**config.mk**
```make
export PLATFORM = sky130hd
export DESIGN_NAME = scan_mem_loader
export DESIGN_NICKNAME = d
export VERILOG_FILES = /design/src/rtl/scan_loader_pkg.sv /design/src/rtl/scan_shift_reg.sv /design/src/rtl/scan_mem_loader.sv
export SDC_FILE = /design/constraint.sdc
export NUM_CORES = 1
export LEC_CHECK = 0
export ABC_AREA = 1
export CORE_ASPECT_RATIO = 0.6
export CORE_MARGIN = 10
export CORE_UTILIZATION = 42
export CTS_CLUSTER_DIAMETER = 50
export DETAILED_ROUTE_END_ITERATION = 7
export PLACE_DENSITY = 0.63
export SLEW_MARGIN = 30
export SYNTH_ARGS = -nofsm -noshare
export SYNTH_HDL_FRONTEND = slang
export SYNTH_SLANG_ARGS = --single-unit
```
**constraint.sdc**
```tcl
create_clock -name shift_clk -period 1.9 [get_ports shift_clk]
set_input_delay 0.38 -clock shift_clk [delete_from_list [all_inputs] [get_ports shift_clk]]
set_output_delay 0.38 -clock shift_clk [all_outputs]
set_load 0.1 [all_outputs]
```
**src/rtl/scan_loader_pkg.sv**
```systemverilog
// Shared types and sizing for the scan-chain RAM loader.
// The optional feature is selected by SCAN_LOADER_AUTOINC_EN (see scan_mem_loader).
package scan_loader_pkg;

  localparam int ADDR_W_DEF = 11;
  localparam int DATA_W_DEF = 32;

  // One extra bit so the counter can never wrap inside the longest field.
  function automatic int cnt_width(input int a, input int d);
    return $clog2((a > d) ? a : d) + 1;
  endfunction

  localparam int CNT_W_DEF = cnt_width(ADDR_W_DEF, DATA_W_DEF);

  typedef enum logic [2:0] {
    IDLE  = 3'd0,
    ADDR  = 3'd1,
    DATA  = 3'd2,
    WRITE = 3'd3,
    RDREQ = 3'd4,
    RDCAP = 3'd5,
    SHOUT = 3'd6
  } state_t;

endpackage

```
**src/rtl/scan_shift_reg.sv**
```systemverilog
// Shift register with serial-in/parallel-out and parallel-load/serial-out (MSB first).
// Parallel load takes priority over shifting.
module scan_shift_reg #(
  parameter int W = 32
) (
  input  logic         clk,
  input  logic         rst_n,
  input  logic         shift_en,
  input  logic         serial_in,
  input  logic         load_en,
  input  logic [W-1:0] load_data,
  output logic [W-1:0] q,
  output logic         serial_out
);

  always_ff @(posedge clk or negedge rst_n) begin
    if (!rst_n) begin
      q <= '0;
    end else if (load_en) begin
      q <= load_data;
    end else if (shift_en) begin
      q <= {q[W-2:0], serial_in};
    end
  end

  assign serial_out = q[W-1];

endmodule

```
**src/rtl/scan_mem_loader.sv**
```systemverilog
// Serial scan-chain loader that writes/reads instruction or data RAM words.
// Define SCAN_LOADER_AUTOINC_EN to stream consecutive write words without re-sending the address.
module scan_mem_loader
  import scan_loader_pkg::*;
#(
  parameter int ADDR_W = ADDR_W_DEF,
  parameter int DATA_W = DATA_W_DEF
) (
  input  logic              shift_clk,
  input  logic              reset_ctrl_n,
  input  logic              memory_load_enable,
  input  logic              scan_in,
  input  logic              read,
  input  logic              inst_ram_load,
  output logic              scan_out,
  output logic [ADDR_W-1:0] mem_addr,
  output logic [DATA_W-1:0] mem_wdata,
  input  logic [DATA_W-1:0] mem_rdata,
  output logic              im_we,
  output logic              dm_we,
  output logic              mem_re,
  output logic              busy,
  output state_t            fsm_state
);

  localparam int CNT_W = cnt_width(ADDR_W, DATA_W);
  localparam logic [CNT_W-1:0] LAST_A = CNT_W'(ADDR_W - 1);
  localparam logic [CNT_W-1:0] LAST_D = CNT_W'(DATA_W - 1);

  state_t             state, state_n;
  logic [CNT_W-1:0]   cnt, cnt_n;
  logic               is_read, is_read_n;
  logic               is_inst, is_inst_n;
  logic               rd_flag;
  logic [ADDR_W-1:0]  mem_addr_n, addr_q, addr_next;
  logic [DATA_W-1:0]  mem_wdata_n, data_q, data_next, rd_q;
  logic               addr_shift, data_shift;
  logic               addr_so, data_so, rd_so;
  logic               unused_bits;

  scan_shift_reg #(.W(ADDR_W)) u_addr_sr (
    .clk(shift_clk), .rst_n(reset_ctrl_n), .shift_en(addr_shift), .serial_in(scan_in),
    .load_en(1'b0), .load_data('0), .q(addr_q), .serial_out(addr_so)
  );

  scan_shift_reg #(.W(DATA_W)) u_data_sr (
    .clk(shift_clk), .rst_n(reset_ctrl_n), .shift_en(data_shift), .serial_in(scan_in),
    .load_en(1'b0), .load_data('0), .q(data_q), .serial_out(data_so)
  );

  scan_shift_reg #(.W(DATA_W)) u_read_sr (
    .clk(shift_clk), .rst_n(reset_ctrl_n), .shift_en(state == SHOUT), .serial_in(1'b0),
    .load_en(state == RDCAP), .load_data(mem_rdata), .q(rd_q), .serial_out(rd_so)
  );

  // The field's last bit is still on scan_in, so the committed word includes it directly.
  assign addr_next   = {addr_q[ADDR_W-2:0], scan_in};
  assign data_next   = {data_q[DATA_W-2:0], scan_in};
  assign unused_bits = ^{addr_so, data_so, addr_q[ADDR_W-1], data_q[DATA_W-1], rd_q};
  assign rd_flag     = (cnt == '0) ? read : is_read;

  always_ff @(posedge shift_clk or negedge reset_ctrl_n) begin
    if (!reset_ctrl_n) begin
      state     <= IDLE;
      cnt       <= '0;
      is_read   <= 1'b0;
      is_inst   <= 1'b0;
      mem_addr  <= '0;
      mem_wdata <= '0;
    end else begin
      state     <= state_n;
      cnt       <= cnt_n;
      is_read   <= is_read_n;
      is_inst   <= is_inst_n;
      mem_addr  <= mem_addr_n;
      mem_wdata <= mem_wdata_n;
    end
  end

  // Losing memory_load_enable mid-field returns to IDLE; committed address/data registers hold.
  always_comb begin
    state_n     = state;
    cnt_n       = '0;
    is_read_n   = is_read;
    is_inst_n   = is_inst;
    mem_addr_n  = mem_addr;
    mem_wdata_n = mem_wdata;
    addr_shift  = 1'b0;
    data_shift  = 1'b0;
    case (state)
      IDLE: begin
        if (memory_load_enable) begin
          state_n    = ADDR;
          cnt_n      = CNT_W'(1);
          is_read_n  = read;
          is_inst_n  = inst_ram_load;
          addr_shift = 1'b1;
        end
      end
      ADDR: begin
        if (!memory_load_enable) begin
          state_n = IDLE;
        end else begin
          addr_shift = 1'b1;
          if (cnt == '0) begin
            is_read_n = read;
            is_inst_n = inst_ram_load;
          end
          if (cnt == LAST_A) begin
            mem_addr_n = addr_next;
            state_n    = rd_flag ? RDREQ : DATA;
          end else begin
            cnt_n = cnt + CNT_W'(1);
          end
        end
      end
      DATA: begin
        if (!memory_load_enable) begin
          state_n = IDLE;
        end else begin
          data_shift = 1'b1;
          if (cnt == LAST_D) begin
            mem_wdata_n = data_next;
            state_n     = WRITE;
          end else begin
            cnt_n = cnt + CNT_W'(1);
          end
        end
      end
      WRITE: begin
        if (!memory_load_enable) begin
          state_n = IDLE;
        end else begin
`ifdef SCAN_LOADER_AUTOINC_EN
          state_n    = DATA;
          mem_addr_n = mem_addr + ADDR_W'(1);
`else
          state_n    = ADDR;
`endif
        end
      end
      RDREQ: state_n = memory_load_enable ? RDCAP : IDLE;
      RDCAP: state_n = memory_load_enable ? SHOUT : IDLE;
      SHOUT: begin
        if (!memory_load_enable || cnt == LAST_D) begin
          state_n = IDLE;
        end else begin
          cnt_n = cnt + CNT_W'(1);
        end
      end
      default: state_n = IDLE;
    endcase
  end

  assign busy      = (state != IDLE);
  assign im_we     = (state == WRITE) && is_inst;
  assign dm_we     = (state == WRITE) && !is_inst;
  assign mem_re    = (state == RDREQ);
  assign scan_out  = (state == SHOUT) && rd_so;
  assign fsm_state = state;

endmodule

```
==> qor.yml <==
synthesis.nets: 633
netlist_area_um2: 5280
vias: 4107
clock-skew-final_ns: 0.00926
power_w: 0.0100
synth_top_area_cell: "dfrtp_1"
hp-class: "in2async"
dp_hpwl_um: 8280
final_common_cell: "dfrtp_1"
wire_per_inst_um: 13.8
power.density_nw_per_um2: 1370
synth_enable_flop_cells: 0
finalNetCount: 733
end_kind: "output port"
yosys_warnings: 0
arrival_ns: 1.47
drive_above_1_share: 0.180
fmax_mhz: 541
worstSetupPathType: "reg2out"
die_area_um2: 17600
async_flop_share: 1.00
die_w_um: 165
diodes: 0
fill_cells: 1063
cts_max_path_buffers: 2
htreeDepth: 4
finalCritPeriodShare: 0.974
worstPathRequired_ns: 1.52
maxSlewViolCount: 0
hold_slack_ns: 0.465
drc: 0
ys_types: 26
rsz0062_at_grt: "false"
mostFrequentLayoutCells: "dfrtp_1, nand2_1, o21ai_1"
numCtsBuffers: 17
ant_nets: 0
boundaryPins: 89
die-height_um: 107
port_buffers: 88
ir_worst_vdd_mv: 0.784
drt-initial-drc-count: 184
fp.coreArea_um2: 12200
hold_viol_final: 0
leakagePower_nw: 3.49
clk_pin_slew_ns: 0.06
grt_pass1_vias: 4116
slew_headroom: 0.706
period_minus_slack_ns: 1.85
grt_pass1_wl_um: 20300
synth_top_area_share: 0.602
avgSynthCellArea_um2: 8.92
wirelength_um: 12000
synth-main-ff-cell: "dfrtp_1"
cts_sinks: 127
stdcell_area_um2: 7330
cts_tree: "yes"
synth_seq_cells: 127
cp-start-kind: "flop"
track_usage: 0.141
antenna_found_initial: 0
floorplan.initialDensity: 0.434
postSynthCellCount: 592
setup_violations: 0
worst-path-max-fanout: 6
worst_pin_slew_ns: 0.441
viasPerCell: 4.72
rows: 31
routabilityCongestion: 0.887
synth.top_cells.by_area: "dfrtp_1, o21ai_1, nand2_1"
clock-root-buffer: "clkbuf_16"
grt_max_degree: 64
outcome: "finished, final reports clean"
maxCapViolCount: 0
yosysSeqAreaShare: 0.602
clk_latency_ns: 0.40
synthToLayoutAreaGrowth_pct: 38.8
placed_cell_area_um2: 6680
overflow: 0
firstDrtPassIters: 4
[layout make-up]
cell class	count	area [µm²]	area share
sequential	127	3190	0.435
multi-input combinational	342	1660	0.227
timing repair buffer	112	1360	0.186
clock buffer	19	453	0.0618
inverter	92	348	0.0474
tap	165	206	0.0282
clock inverter	13	113	0.0154
[stage by stage]
stage,worst slack (ns),utilization,setup TNS (ns),cells
final,0.0502,0.602,0,870
after global placement,0.0985,0.548,0,829
after CTS,0.0220,0.600,0,867
after global routing,0.000955,0.602,0,870
after detailed placement,0.0546,0.548,0,829
after floorplan,-0.0262,-,-0.0327,592
[metal layers]
| layer | routed length (µm) | track usage | vias up |
|---|---|---|---|
| met3 | 606 | 0.0424 | 12 |
| met2 | 5440 | 0.212 | 75 |
| met1 | 5830 | 0.190 | 1914 |
| met5 | 0 | 0 | - |
| li1 | - | - | 2106 |
| met4 | 138 | 0.0453 | 0 |
[critical path, cell delays in order, from the launching register on]
cell and delay (ns):
dfrtp_4 0.52, nor2_4 0.14, nand2_2 0.09, nor2_4 0.13, buf_12 0.18
[cell families (layout without fill, tap and decap cells)]
kind of cell / count (synthesis) / after routing / share of synthesized area
compound gates: 185 / 185 / 0.178
fa+ha+maj: 3 / 3 / 0.00711
buf+inv: 123 / 236 / 0.0947
simple gates: 152 / 152 / 0.116
flops: 127 / 127 / 0.602
xor+xnor: 2 / 2 / 0.00332
[registers in the layout, summed over array words and instances (netlist names)]
signal	flops
cnt	6
fsm_state	3
is_inst	1
is_read	1
mem_addr	11
mem_wdata	32
u_addr_sr.q	10
u_data_sr.q	31
u_read_sr.q	32
[cells in the mapped netlist, types with 2 or more instances]
cell type / n
nand2_1: 116
inv_1: 89
o22ai_1: 2
dfrtp_1: 127
a21oi_1: 5
buf_4: 4
inv_2: 3
nor2_2: 4
nor2_1: 15
nand4_1: 3
nand2_2: 2
ha_1: 3
o21ai_0: 85
clkbuf_1: 13
nand3_1: 10
o21ai_1: 90
buf_2: 12
[power breakdown]
part / leakage (nW) / total (W) / internal, W / switching [W]
clock network: 0.276 / 0.00306 / 0.00187 / 0.00119
registers: 1.61 / 0.00398 / 0.00357 / 0.000407
logic: 1.60 / 0.00301 / 0.00111 / 0.00189
[what timing repair did]
item / 4_1_cts / 5_1_grt
gates cloned: 0 / 0
setup endpoints to repair: 3 / 18
hold endpoints to repair: 29 / 0
hold buffers: 1 / 0
buffers inserted: 5 / 3
pin swaps: 0 / 2
resized for setup: 2 / 2
[worst paths after layout]
path,start,end,slack [ns],cells after the start
max in group asynchronous,reset_ctrl_n,u_read_sr.q[31],0.84,3
min in group shift_clk,u_addr_sr.q[8],u_addr_sr.q[8],0.49,2
worst min register to register,u_addr_sr.q[8],u_addr_sr.q[8],0.49,2
worst max-delay path,fsm_state[2],dm_we,0.05,4
worst min-delay path,reset_ctrl_n,u_data_sr.q[19],0.47,2
worst max register to register,fsm_state[2],u_read_sr.q[11],0.14,7
No activity file was read; power rests on OpenSTA's default activity.
